$ cat src/rtl/event_count_display.sv
// Binary-to-BCD converter (sequential double-dabble) driving a 3-digit multiplexed
// common-anode seven-segment display. Optional macro: LEADING_ZERO_BLANK_EN.
module event_count_display #(
  parameter int unsigned REFRESH_DIV = 50000
) (
  input  logic        clk,
  input  logic        rst,
  input  logic [7:0]  count_in,
  output logic [6:0]  seg,
  output logic [2:0]  an,
  output logic [11:0] bcd_value,
  output logic        busy
);

  localparam int unsigned CNT_W = $clog2(REFRESH_DIV);

  typedef enum logic [1:0] {IDLE, LOAD, SHIFT, DONE} state_t;

  state_t             state, state_next;
  logic [7:0]         last_conv, captured, shift_bin;
  logic [11:0]        scratch, scratch_adj;
  logic [2:0]         iter;
  logic [CNT_W-1:0]   refresh_cnt;
  logic [1:0]         digit_idx;
  logic [3:0]         nibble;
  logic               blank;
  logic [6:0]         seg_next;
  logic [2:0]         an_next;

  function automatic logic [6:0] decode(input logic [3:0] n);
    case (n)
      4'd0:    decode = 7'b1000000;
      4'd1:    decode = 7'b1111001;
      4'd2:    decode = 7'b0100100;
      4'd3:    decode = 7'b0110000;
      4'd4:    decode = 7'b0011001;
      4'd5:    decode = 7'b0010010;
      4'd6:    decode = 7'b0000010;
      4'd7:    decode = 7'b1111000;
      4'd8:    decode = 7'b0000000;
      4'd9:    decode = 7'b0010000;
      default: decode = 7'b1111111;
    endcase
  endfunction

  always_comb begin
    state_next = state;
    case (state)
      IDLE:    if (count_in != last_conv) state_next = LOAD;
      LOAD:    state_next = SHIFT;
      SHIFT:   if (iter == 3'd7) state_next = DONE;
      DONE:    state_next = IDLE;
      default: state_next = IDLE;
    endcase
  end

  // Add-3 correction is applied before each shift, so eight shifts give the final BCD.
  always_comb begin
    scratch_adj = scratch;
    for (int unsigned d = 0; d < 3; d++) begin
      if (scratch[4*d +: 4] >= 4'd5)
        scratch_adj[4*d +: 4] = scratch[4*d +: 4] + 4'd3;
    end
  end

  always_ff @(posedge clk) begin
    if (rst) begin
      state     <= IDLE;
      busy      <= 1'b0;
      bcd_value <= '0;
      last_conv <= '0;
      captured  <= '0;
      shift_bin <= '0;
      scratch   <= '0;
      iter      <= '0;
    end else begin
      state <= state_next;
      case (state)
        IDLE:  if (state_next == LOAD) busy <= 1'b1;
        LOAD: begin
          shift_bin <= count_in;
          captured  <= count_in;
          scratch   <= '0;
          iter      <= '0;
        end
        SHIFT: begin
          {scratch, shift_bin} <= {scratch_adj, shift_bin} << 1;
          iter                 <= iter + 3'd1;
        end
        DONE: begin
          bcd_value <= scratch;
          last_conv <= captured;
          busy      <= 1'b0;
        end
        default: ;
      endcase
    end
  end

  always_ff @(posedge clk) begin
    if (rst) begin
      refresh_cnt <= '0;
      digit_idx   <= '0;
    end else if (refresh_cnt == CNT_W'(REFRESH_DIV - 1)) begin
      refresh_cnt <= '0;
      digit_idx   <= (digit_idx == 2'd2) ? 2'd0 : digit_idx + 2'd1;
    end else begin
      refresh_cnt <= refresh_cnt + CNT_W'(1);
    end
  end

  always_comb begin
    case (digit_idx)
      2'd1:    nibble = bcd_value[7:4];
      2'd2:    nibble = bcd_value[11:8];
      default: nibble = bcd_value[3:0];
    endcase
`ifdef LEADING_ZERO_BLANK_EN
    blank = ((digit_idx == 2'd2) && (bcd_value[11:8] == 4'd0)) ||
            ((digit_idx == 2'd1) && (bcd_value[11:4] == 8'd0));
`else
    blank = 1'b0;
`endif
    seg_next = blank ? 7'b1111111 : decode(nibble);
    case (digit_idx)
      2'd1:    an_next = 3'b101;
      2'd2:    an_next = 3'b011;
      default: an_next = 3'b110;
    endcase
  end

  always_ff @(posedge clk) begin
    if (rst) begin
      an  <= 3'b110;
      seg <= 7'b1000000;
    end else begin
      an  <= an_next;
      seg <= seg_next;
    end
  end

endmodule
$ cat config.mk
export PLATFORM = sky130hd
export DESIGN_NAME = event_count_display
export DESIGN_NICKNAME = d
export VERILOG_FILES = /design/src/rtl/event_count_display.sv
export SDC_FILE = /design/constraint.sdc
export NUM_CORES = 1
export LEC_CHECK = 0
export BUFFER_PORTS_ARGS = -buffer_cell sky130_fd_sc_hd__buf_2
export CORE_MARGIN = 2
export CORE_UTILIZATION = 55
export CTS_BUF_LIST = sky130_fd_sc_hd__clkbuf_4 sky130_fd_sc_hd__clkbuf_8
export DETAILED_ROUTE_END_ITERATION = 12
export PLACE_DENSITY = 0.72
export SLEW_MARGIN = 20
export SYNTH_ARGS = -nofsm -noshare
export SYNTH_HDL_FRONTEND = slang
export SYNTH_SLANG_ARGS = --single-unit
$ cat constraint.sdc
create_clock -name clk -period 3 [get_ports clk]
set_input_delay 0.15 -clock clk [delete_from_list [all_inputs] [get_ports clk]]
set_output_delay 0.15 -clock clk [all_outputs]
set_load 0.05 [all_outputs]
## After elaboration in Yosys (flattened, before gate mapping)

Memories as Yosys holds them, arrays and structs flattened. A register that Yosys moved wholly into a read port is not among the register bits.
Index checks and enable logic that the tools add are counted.

- Flip-flop bits (word level): 75
- ROM bits: 112
- Output and inout port bits: 23
- Memories: 1

Memory list:

| name | words | bits a word | rd ports | clocked after memory_dff | write ports | RTL line | source |
|---|---|---|---|---|---|---|---|
| (name not given) | 16 | 7 | 1 | 1 | 0 | 31 | `case (n)` |

- $add $sub $neg: 6
- Order comparisons: 3
- Equality and inequality tests: 10
- Muxes and demuxes: 14
- Reduce and logical (&&, ||, !) cells: 5

Operators with widths:

| kind | number |
|---|---|
| 12-bit one-hot mux with 2 select lines | 1 |
| 16-bit by 1-bit adder with 16-bit output, second input constant | 1 |
| 16-bit == test, second input constant | 1 |
| 8-bit one-hot mux with 2 select lines | 1 |
| 4-bit by 3-bit >= comparator with 1-bit output, second input constant | 3 |
| 3-bit one-hot mux with 2 select lines | 2 |
| 4-bit by 2-bit adder with 4-bit output, second input constant | 2 |
| 4-bit 2-to-1 mux | 2 |
| 8-bit inequality test | 1 |
| 2-bit one-hot mux with 4 select lines | 1 |
| 4-bit one-hot mux with 2 select lines | 1 |
| 2-bit by 1-bit == test with 1-bit output, second input constant | 3 |
| 2-bit == test, second input constant | 3 |
| 2-bit 2-to-1 mux | 3 |
| 2-bit nonzero test | 2 |
| 3-bit by 1-bit adder with 3-bit output, second input constant | 1 |
| 3-bit by 2-bit adder with 3-bit output, second input constant | 1 |
| 3-bit == test, second input constant | 1 |
| 3-bit 2-to-1 mux | 1 |
| 2-bit by 1-bit adder with 2-bit output, second input constant | 1 |
| 2-bit logical NOT | 1 |
| 2-bit inequality test, second input constant | 1 |
| 1-bit one-hot mux with 2 select lines | 1 |
| 2-bit AND reduction | 1 |
| other kinds (2) | 2 |

## Longest topological paths before layout

Gate-level depths: netlist of the first run.

- Word-level depth: 6
- Depth in mapped cells: 9
- Depth with buffers taken out: 9

## Worst setup path before layout of the first run

OpenSTA, ideal clock, no wires.

- Path kind: register to register
- Start: register digit_idx[0]
- End: register seg[6]
- Library setup time: 0.120 ns
- Arrival: 1.961 ns
- Data required time: 2.880 ns
- Setup slack: 0.920 ns
- Cell stages (with the launch flop): 10
- Buffers on the path: 1
- Path through: dfxtp_1 > inv_1 > ha_1 > buf_2 > mux2i_1 > inv_1 > ha_1 > nor2_1 > a21oi_1 > a211o_1

- Word-level cells in the longest chain between the ends: 2

RTL lines:

| item | RTL line | source |
|---|---|---|
| from (decl) | 24 | `logic [1:0] digit_idx;` |
| from (signal assigned) | 106 | `digit_idx <= (digit_idx == 2'd2) ? 2'd0 : digit_idx + 2'd1;` |
| 2-bit == test or 2-bit by 1-bit == test with 1-bit output (tied branches) | 113 | `case (digit_idx)` |
| 4-bit one-hot mux with 2 select lines (*) | 113 |  |
| to (decl) | 9 | `output logic [6:0] seg,` |

Mark *: on every way between the ends. The rest lies on a longest branch, timed or not.
A chain may end at the register's enable or synchronous reset.

## Final worst setup path of the first run

Same ends and word-level chain as after synthesis.

==> results of run 1 <==
[state kept, by name, indices dropped and copies added (netlist names)]
signal       count
scratch         12
last_conv        8
captured         8
shift_bin        8
seg              7
iter             3
state            2
an               3
bcd_value       12
digit_idx        2
busy             1
refresh_cnt     16
[Yosys cell counts (5+ instances only)]
| cell | n |
|---|---|
| dfxtp_1 | 82 |
| nor2_1 | 82 |
| mux2i_1 | 39 |
| nand2_1 | 26 |
| ha_1 | 21 |
| a21oi_1 | 17 |
| inv_1 | 16 |
| clkbuf_1 | 13 |
| xnor2_1 | 13 |
| xor2_1 | 13 |
| a22oi_1 | 8 |
| a211oi_1 | 7 |
| nand3_1 | 7 |
| nand2b_1 | 6 |
| a32oi_1 | 5 |
| buf_2 | 5 |
| o21ai_0 | 5 |
[routing by layer]
layer / vias up / GRT usage, %
li1: 1408 / -
met1: 1307 / 26.3
met2: 41 / 33.0
met3: 6 / 5.68
met4: 0 / 6.06
met5: - / 0
[worst paths after layout]
check / from / end / slack (ns) / depth (start not counted)
setup / recovery: digit_idx[0] / seg[6] / 0.69 / 8
hold / removal: count_in[5] / captured[5] / 0.09 / 3
setup reg to reg: digit_idx[0] / seg[6] / 0.69 / 8
hold reg to reg: refresh_cnt[0] / refresh_cnt[0] / 0.45 / 1
[area by class of cell]
class                           count  area, sq um
Clock buffer                       12          153
Clock inverter                      3         40.0
Fill cell                         585         2360
Inverter                           16         60.1
Multi-Input combinational cell    284         1890
Sequential cell                    82         1640
Tap cell                           77         96.3
Timing Repair Buffer               35          183
[where the power goes]
| group | internal [mW] | switching (mW) | leakage [nW] |
|---|---|---|---|
| combinational | 0.152 | 0.260 | 0.857 |
| sequential | 1.16 | 0.0443 | 0.665 |
| clock | 0.419 | 0.363 | 0.103 |
| total | 1.73 | 0.667 | 1.63 |
[tightest hold or removal path, stage by stage]
cell	delay (ns)
buf_2	0.11
mux2i_1	0.07
nor2_1	0.07
[cells by family (layout without fill, tap and decap cells)]
group | Yosys count | after routing | share of synthesized area, %
AO/OA/AOI/OAI | 57 | 57 | 10.5
XOR/XNOR | 26 | 26 | 6.19
adder cells (fa/ha/maj) | 21 | 21 | 7.15
buffers and inverters | 36 | 66 | 3.95
flip-flops | 82 | 82 | 44.7
multiplexers | 39 | 39 | 10.6
AND/OR/NAND/NOR | 141 | 141 | 17.0
[metrics by stage]
stage | hold slack, ns | cells
finish | 0.0935 | 509
global route | 0.0955 | 509
CTS | 0.0844 | 509
detailed placement | 0.441 | 494
global placement | 0.428 | 494
floorplan | 0.297 | 402
==> results.md, run 1 <==
* Top Ports at 33
* CP max stage delay at roughly 0.5 ns
* Synth Register Bits at 82
* Predominant post-synthesis flop cell: dfxtp_1
* Final core utilization at 63.3%
* Layout cell share with drive strength beyond 1 at about 13%
* Outcome: complete, but fails checks
* FP Rows at 29
* Worst Path Arrival at between 2 and 3 ns
* Slowest-stage cell, CP: mux2i_1
* Distinct cells, synth at 44
* WP data required at 3.23 ns
* Min cycle time layout at 2.31 ns
* Post-CTS Hold Buffers at 0
* Final hold viol count at 0
* Post-CTS sizing at 0
* Clock insertion delay at the later pin of the skew report at around 0.34 ns
* Final wirelength at between 6000 and 7000 um
* CP Cell Sequence: inv_1, ha_1, mux2i_1, inv_1, ha_1, nor2_1, a21oi_1, a211o_1
* Postcts setup bufs at 0
* Grt total ovfl at 0
* Post-synth EDFFs at 0
* RSZ-0062 raised after global routing: false
* TritonCTS buffer count at 9
* Max Used Layer: met4
* Crit Path Category: flop to flop
* Initial antenna violation count at 0
* Die height at ~86 um
* Placed cell area at around 3900 sq um
* Failing checks: design-rule violations
* Max FO, Critical Path at 10
* Post-synth top area cell: dfxtp_1
* Power Density at 590 nW/um^2
* CP bufs+invs at 2
* Setup Viol. Count Final at 0
* Final worst path period share at between 70 and 80%
* PortBufs at 32
* Initial Utilization at 57.2%
* Max_slew headroom at roughly half
* Clk sink count at between 80 and 90
* Commonest cells after routing, fill and taps aside: 82 x nor2_1, 82 x dfxtp_1, 39 x mux2i_1
* Vias per cell at around 5.4
* Largest net degree at the start of global routing at 38
* DIE WIDTH at between 80 and 90 um
* GP Congestion at approximately 0.85
* Post-DRT Antenna Nets at 0
* Post-synth top area share at between 40% and 50%
* Least-Margin Pin Slew at roughly 0.73 ns
* Crit. End Element: flop
* Setup ws final at a little under 0.7 ns
* CP delay by family, top: adder cells
* Via count at around 2.8k
* WL met2 at 3350 um
* Syn Std Cell Area at 3680 sq um
* DRC at 1
* Max Cap Viol at 0
* Gate Count Post-Synth at ~400
* Clock Tree Buf Depth at 2
* M1 wire length at 3270 um
* Synth top area cells: dfxtp_1 45%, mux2i_1 11%, nor2_1 8.4%, ha_1 7.1%, xnor2_1 3.1%
* YS warnings at 0
* Register area share after synthesis at between 40 and 50%
* Finished Cell Area at roughly 4000 sq um
* Fmax at 0.433 GHz
* Syn_area_per_cell at 9.14 sq um
* Metal3 WL at just over 200 um
* Die area at around 7400 sq um
* Clock transition at path regs at 0.08 ns
* Max-slew violation count at 0
* P&R area growth vs syn at 10.5%
* Total negative slack at 0 ns
* Overall Global Routing Usage at roughly a fifth
* Number of global-route vias before repair at around 2.6k
* Post-DP HPWL at approximately 4800 um
* Max rail drop VDD at 403 uV
* # nets final at between 400 and 500
* N_diodes at 0
* LEAKAGE at ~1.6 nW
* Initial DRC count at approximately 130
* Post-place setup slack at between 0.6 and 0.7 ns
* CTS tree: built
* Post-Route Skew at 0.0111 ns
* CTS root buf: clkbuf_8
* Routed length per instance at ~14 um
* Post-Syn Nets at 433
* First-pass iteration count of the detailed router at 8
* H-tree depth at 3
* First-pass GRT wire length at approximately 12000 um
* Async S/R FF share, synth at 0%
* CORE AREA at 6420 sq um
* Hold Path Class: input port to flop
* Pwr Total at ~2.4 mW
* Startpoint Class: flop
No activity file was read; power rests on OpenSTA's default activity.
==> run 2, diff against run 1 <==
--- a/config.mk
+++ b/config.mk
@@ -10,7 +10,7 @@
 export CORE_UTILIZATION = 55
 export CTS_BUF_LIST = sky130_fd_sc_hd__clkbuf_4 sky130_fd_sc_hd__clkbuf_8
 export DETAILED_ROUTE_END_ITERATION = 12
-export PLACE_DENSITY = 0.72
+export PLACE_DENSITY = 0.75
 export SLEW_MARGIN = 20
 export SYNTH_ARGS = -nofsm -noshare
 export SYNTH_HDL_FRONTEND = slang
==> constraint.sdc (replaced) <==
create_clock -name clk -period 1.93 [get_ports clk]
set_input_delay 0.0965 -clock clk [delete_from_list [all_inputs] [get_ports clk]]
set_output_delay 0.0965 -clock clk [all_outputs]
set_load 0.05 [all_outputs]
==> run 2 against run 1 <==
The run still ends with design-rule violations left. First-iteration DRC count is 18% lower. Critical path depth increased by 1. Sequential power is 56% higher. Worst hold slack worse by 0.047 ns. Sequential share of layout area shrank 1.3 points. Core utilization up 2.2 points. Final cell count grew 1.8%.
==> results.md, run 2 (same netlist as run 1, synthesis figures left out) <==
* TritonCTS buffer count at 9 (unchanged)
* First-pass iteration count of the detailed router at 8 (unchanged)
* Hold Path Class: input port to flop
* DIE WIDTH at 85.8 um (unchanged)
* Die height at 85.8 um (unchanged)
* Startpoint Class: flop
* Finished Cell Area at 4200 sq um (+3.4%)
* RSZ-0062 raised after global routing: false
* Setup Viol. Count Final at 0 (unchanged)
* Post-CTS Hold Buffers at 0 (unchanged)
* Initial Utilization at 57.2% (unchanged)
* Min Hold Slack at 0.0464 ns (-0.0471 ns)
* Crit-path most repeated cell: inv_2
* Final hold viol count at 0 (unchanged)
* Commonest non-fill, non-tap cell in the layout: nor2_1
* # nets final at 467 (+1.7%)
* DRC at 3 (+2)
* Initial antenna violation count at 0 (unchanged)
* GP Congestion at 0.816 (-4.1%)
* Die area at 7350 sq um (unchanged)
* Crit. End Element: flop
* Failing checks: design-rule violations
* Layout cell share with drive strength beyond 1 at 16.8% (+4.0 points)
* Max-slew violation count at 0 (unchanged)
* CP max stage delay at 0.36 ns (-0.13 ns)
* Fmax at 0.542 GHz (+25%)
* Clk sink count at 82 (unchanged)
* Vias per cell at 5.44 (+0.18%)
* Clock transition at path regs at 0.08 ns (about the same)
* Via count at 2816 (+2.0%)
* Min cycle time layout at 1.84 ns (-0.464 ns)
* Max_slew headroom at 65.4% (+14 points)
* Max Cap Viol at 0 (unchanged)
* Grt total ovfl at 0 (unchanged)
* Crit Path Category: flop to flop
* Post-Route Skew at 0.00778 ns (-0.00336 ns)
* CP bufs+invs at 2 (unchanged)
* Dpl cells at 502 (+1.6%)
* CP delay by family, top: compound AO/OA/AOI/OAI gates
* Max reg flops at 16 (unchanged)
* N_diodes at 0 (unchanged)
* Setup ws final at 0.0853 ns (-0.606 ns)
* H-tree depth at 3 (unchanged)
* PortBufs at 32 (unchanged)
* Pwr Total at 3.97 mW (+65%)
* CTS root buf: clkbuf_8
* Clock insertion delay at the later pin of the skew report at 0.35 ns (about the same)
* First-pass GRT wire length at 12100 um (+1.7%)
* Final wirelength at 7010 um (+1.6%)
* Slowest-stage cell, CP: dfxtp_2
* Power Density at 945 nW/um^2 (+60%)
* Least-Margin Pin Slew at 0.519 ns (-0.214 ns)
* Max FO, Critical Path at 4 (-6)
* Worst Path Arrival at 2.08 ns (-0.46 ns)
* Overall Global Routing Usage at 20.7% (+0.42 points)
* Max rail drop VDD at 687 uV (+71%)
* Post-DRT Antenna Nets at 0 (unchanged)
* Largest net degree at the start of global routing at 29 (-24%)
* Clock Tree Buf Depth at 2 (unchanged)
* FP Rows at 29 (unchanged)
* Post-place setup slack at -0.0381 ns (-0.737 ns)
* WP data required at 2.17 ns (-1.06 ns)
* Final worst path period share at 95.6% (+19 points)
* CORE AREA at 6420 sq um (unchanged)
* Postcts setup bufs at 0 (unchanged)
* P&R area growth vs syn at 14.3%
* Number of global-route vias before repair at 2626 (+1.6%)
* Layout Cells excl Fill at 518 (+1.8%)
* Largest regs: refresh_cnt: 16 flops, bcd_value: 12 flops, scratch: 12 flops
* CTS tree: built
* Routed length per instance at 13.5 um (-0.16%)
* LEAKAGE at 1.68 nW (+3.5%)
* Commonest cells after routing, fill and taps aside: 82 x nor2_1, 80 x dfxtp_1, 38 x mux2i_1
* Outcome: complete, but fails checks
* CP Cell Sequence: inv_2, ha_2, a22o_1, mux2i_4, inv_2, ha_1, nor2_1, a21oi_1, a211o_1
* Post-DP HPWL at 4940 um (+2.2%)
* Placed cell area at 3940 sq um (+1.9%)
* Top reg by flops: refresh_cnt
* Initial DRC count at 107 (-18%)
* Top Ports at 33 (unchanged)
* Number of fill cells at 527 (-9.9%)
## run 2: changes by cell type in the layout (fill, tap and decap cells not counted), sizes merged
cell	change
clkinvlp	+1
bufinv	+1
clkinv	-1
buf	+8
## run 2: metrics by stage
step,util (%),TNS [ns]
floorplan,-,0
global placement,61.4,0
detailed placement,61.4,-0.0381
CTS,65.4,0
global route,65.4,0
finish,65.4,0
## run 2: final timing paths
kind | slack (ns) | end | depth (start not counted) | start
setup / recovery | 0.09 | seg[6] | 9 | digit_idx[0]
hold / removal | 0.05 | captured[6] | 3 | count_in[6]
setup reg to reg | 0.09 | seg[6] | 9 | digit_idx[0]
hold reg to reg | 0.47 | refresh_cnt[0] | 1 | refresh_cnt[0]
## run 2: timing repair
item                       CTS  global route
gates cloned                 0             0
setup endpoints to repair    5             9
resized for setup            5             5
pin swaps                    0             1
## run 2: metal layers
layer / share of wire [%] / track usage [%]
met1: 46 / 26.4
met2: 47 / 33.6
met3: 5.0 / 6.64
met4: 1.6 / 6.20
met5: 0 / 0
## run 2: cell type report
cell class                      count  area [sq um]  share of cell area [%]
Timing Repair Buffer               43           243                    5.78
Tap cell                           77          96.3                    2.29
Sequential cell                    82          1640                    39.1
Inverter                           16          60.1                    1.43
Clock buffer                       12           165                    3.93
Multi-Input combinational cell    284          1920                    45.7
Clock inverter                      4          72.6                    1.73
## run 2: worst register-to-register path: cells and delay by family, from the launching register on
family / cells / cell delay [ns]
muxes: 1 / 0.16
AOI/OAI and AO/OA: 3 / 0.58
DFF: 1 / 0.36
buffers and inverters: 2 / 0.13
and+or+nand+nor: 1 / 0.10
adders and majority gates: 2 / 0.42
## run 2: report_power, final
group	internal (mW)	switching [mW]	leakage (nW)
sequential	1.80	0.0647	0.666
combinational	0.269	0.418	0.897
clock	0.832	0.581	0.119
total	2.90	1.06	1.68
==> run 3, diff against run 2 <==
--- a/config.mk
+++ b/config.mk
@@ -10,8 +10,8 @@
 export CORE_UTILIZATION = 55
 export CTS_BUF_LIST = sky130_fd_sc_hd__clkbuf_4 sky130_fd_sc_hd__clkbuf_8
 export DETAILED_ROUTE_END_ITERATION = 12
-export PLACE_DENSITY = 0.75
-export SLEW_MARGIN = 20
+export PLACE_DENSITY = 0.72
+export SLEW_MARGIN = 40
 export SYNTH_ARGS = -nofsm -noshare
 export SYNTH_HDL_FRONTEND = slang
 export SYNTH_SLANG_ARGS = --single-unit
==> constraint.sdc (replaced) <==
create_clock -name clk -period 2.3 [get_ports clk]
set_input_delay 0.115 -clock clk [delete_from_list [all_inputs] [get_ports clk]]
set_output_delay 0.115 -clock clk [all_outputs]
set_load 0.05 [all_outputs]
==> run 3 against run 2 <==
The run now ends clean. Sequential share of layout area grew 1.2 points. Via count is 1.3% lower. Count of clock-buffer cells in the layout did not move. Final cell count down 1.4%. Non-clock buffer count down 5. Total power down 23%. Die area unchanged. Clock power is 33% lower. First-iteration DRC count fell by 3.7%. Critical path type unchanged. Largest power group unchanged.
==> results.md, run 3 (same netlist as run 1, synthesis figures left out) <==
* Clock transition at path regs at 0.08 ns (about the same)
* Grt total ovfl at 0 (unchanged)
* Max_slew headroom at 53.6% (-12 points)
* Initial DRC count at 103 (-3.7%)
* Overall Global Routing Usage at 20.3% (-0.43 points)
* N_diodes at 0 (unchanged)
* Via count at 2779 (-1.3%)
* Post-DRT Antenna Nets at 0 (unchanged)
* Post-DP HPWL at 4770 um (-3.3%)
* Vias per cell at 5.44 (about the same)
* Clock insertion delay at the later pin of the skew report at 0.34 ns (about the same)
* Critical R2R Launch: digit_idx[0]
* Max reg flops at 16 (unchanged)
* Top Ports at 33 (unchanged)
* GP Congestion at 0.836 (+2.5%)
* Setup Viol. Count Final at 0 (unchanged)
* Metal3 WL at 252 um (-28%)
* Final wirelength at 6810 um (-2.9%)
* CORE AREA at 6420 sq um (unchanged)
* Crit. End Element: flop
* R2R Setup Slk at 0.22 ns (+0.14 ns)
* Die height at 85.8 um (unchanged)
* TritonCTS buffer count at 9 (unchanged)
* Fmax at 0.482 GHz (-11%)
* Max Cap Viol at 0 (unchanged)
* Post-Route Skew at 0.00929 ns (+0.00151 ns)
* Max Used Layer: met4
* P&R area growth vs syn at 10.7%
* Largest net degree at the start of global routing at 39 (+34%)
* Post-CTS sizing at 0 (-5)
* # nets final at 462 (-1.1%)
* Slowest-stage cell, CP: ha_1
* Number of global-route vias before repair at 2592 (-1.3%)
* Power Density at 751 nW/um^2 (-20%)
* Initial Utilization at 57.2% (unchanged)
* CTS root buf: clkbuf_8
* Clk sink count at 82 (unchanged)
* First-pass iteration count of the detailed router at 6 (-2)
* Max rail drop VDD at 550 uV (-20%)
* WL met2 at 3260 um (-1.9%)
* Largest regs: refresh_cnt: 16 flops, bcd_value: 12 flops, scratch: 12 flops
* Finished Cell Area at 4070 sq um (-3.1%)
* M1 wire length at 3230 um (+0.22%)
* Postcts setup bufs at 0 (unchanged)
* WP data required at 2.54 ns (+0.37 ns)
* Min cycle time layout at 2.08 ns (+0.231 ns)
* Worst Path Arrival at 2.32 ns (+0.24 ns)
* CP max stage delay at 0.47 ns (+0.11 ns)
* Outcome: completed
* Layout cell share with drive strength beyond 1 at 13.1% (-3.6 points)
* CP delay by family, top: adder cells
* Placed cell area at 3890 sq um (-1.3%)
* Max FO, Critical Path at 10 (+6)
* CP startpoint: digit_idx[0]
* Hold_sp: count_in[7]
* Hold Path Class: input port to flop
* PortBufs at 32 (unchanged)
* Routed length per instance at 13.3 um (-1.6%)
* FP Rows at 29 (unchanged)
* DRC at 0 (-3)
* Max-slew violation count at 0 (unchanged)
* CP Cell Sequence: inv_1, ha_1, mux2i_1, inv_1, ha_1, nor2_1, a21oi_1, a211o_1
* First-pass GRT wire length at 11900 um (-1.6%)
* Total negative slack at 0 ns (unchanged)
* Final worst path period share at 90.3% (-5.3 points)
* Final hold viol count at 0 (unchanged)
* Die area at 7350 sq um (unchanged)
* Initial antenna violation count at 0 (unchanged)
* Top reg by flops: refresh_cnt
* DIE WIDTH at 85.8 um (unchanged)
* CTS tree: built
* Post-CTS Hold Buffers at 0 (unchanged)
* RSZ-0062 raised after global routing: false
* Clock Tree Buf Depth at 2 (unchanged)
* Commonest cells after routing, fill and taps aside: 82 x nor2_1, 82 x dfxtp_1, 39 x mux2i_1
* LEAKAGE at 1.63 nW (-3.2%)
* Least-Margin Pin Slew at 0.697 ns (+0.178 ns)
* CP bufs+invs at 2 (unchanged)
* Startpoint Class: flop
* H-tree depth at 3 (unchanged)
* Crit Path Category: flop to flop
==> run 3: changes by cell type in the layout (fill, tap and decap cells not counted), sizes merged <==
cell    delta
buf        -5
bufinv     -2
==> run 3: power breakdown <==
| part | leakage, nW | internal [mW] | switching, mW |
|---|---|---|---|
| clock network | 0.0903 | 0.467 | 0.480 |
| logic | 0.872 | 0.202 | 0.341 |
| registers | 0.665 | 1.51 | 0.0540 |
| total | 1.63 | 2.18 | 0.875 |
==> run 3: metrics by stage <==
step / hold WS [ns] / worst slack, ns / total power [mW] / util [%] / cells
finish: 0.0576 / 0.224 / 3.06 / 63.4 / 511
global route: 0.0648 / 0.000461 / 3.23 / 63.4 / 511
CTS: 0.0431 / 0.202 / 3.10 / 63.4 / 511
detailed placement: 0.420 / 0.260 / 2.15 / 60.6 / 497
global placement: 0.409 / 0.317 / 2.13 / 60.6 / 497
floorplan: 0.262 / 0.220 / 2.02 / - / 402
==> run 3: worst register-to-register path, stage by stage, from the launching register on <==
cell     delay [ns]
dfxtp_1        0.39
inv_1          0.08
ha_1           0.47
mux2i_1        0.30
inv_1          0.09
ha_1           0.21
nor2_1         0.11
a21oi_1        0.05
a211o_1        0.29
==> run 3: metal layers <==
| metal | vias up | GRT usage (%) |
|---|---|---|
| li1 | 1412 | - |
| met1 | 1321 | 26.1 |
| met2 | 42 | 32.6 |
| met3 | 4 | 6.35 |
| met4 | 0 | 6.35 |
| met5 | - | 0 |
==> run 3: final cells by class <==
cell class / count / area, sq um
Multi-Input combinational cell: 284 / 1890
Sequential cell: 82 / 1640
Timing Repair Buffer: 38 / 205
Inverter: 16 / 60.1
Clock inverter: 2 / 12.5
Fill cell: 530 / 2350
Tap cell: 77 / 96.3
Clock buffer: 12 / 165
==> run 3: final timing paths <==
check	to	cells after the start
worst min-delay path	captured[7]	3
worst min register to register	refresh_cnt[0]	1
worst max-delay path	seg[6]	8
worst max register to register	seg[6]	8
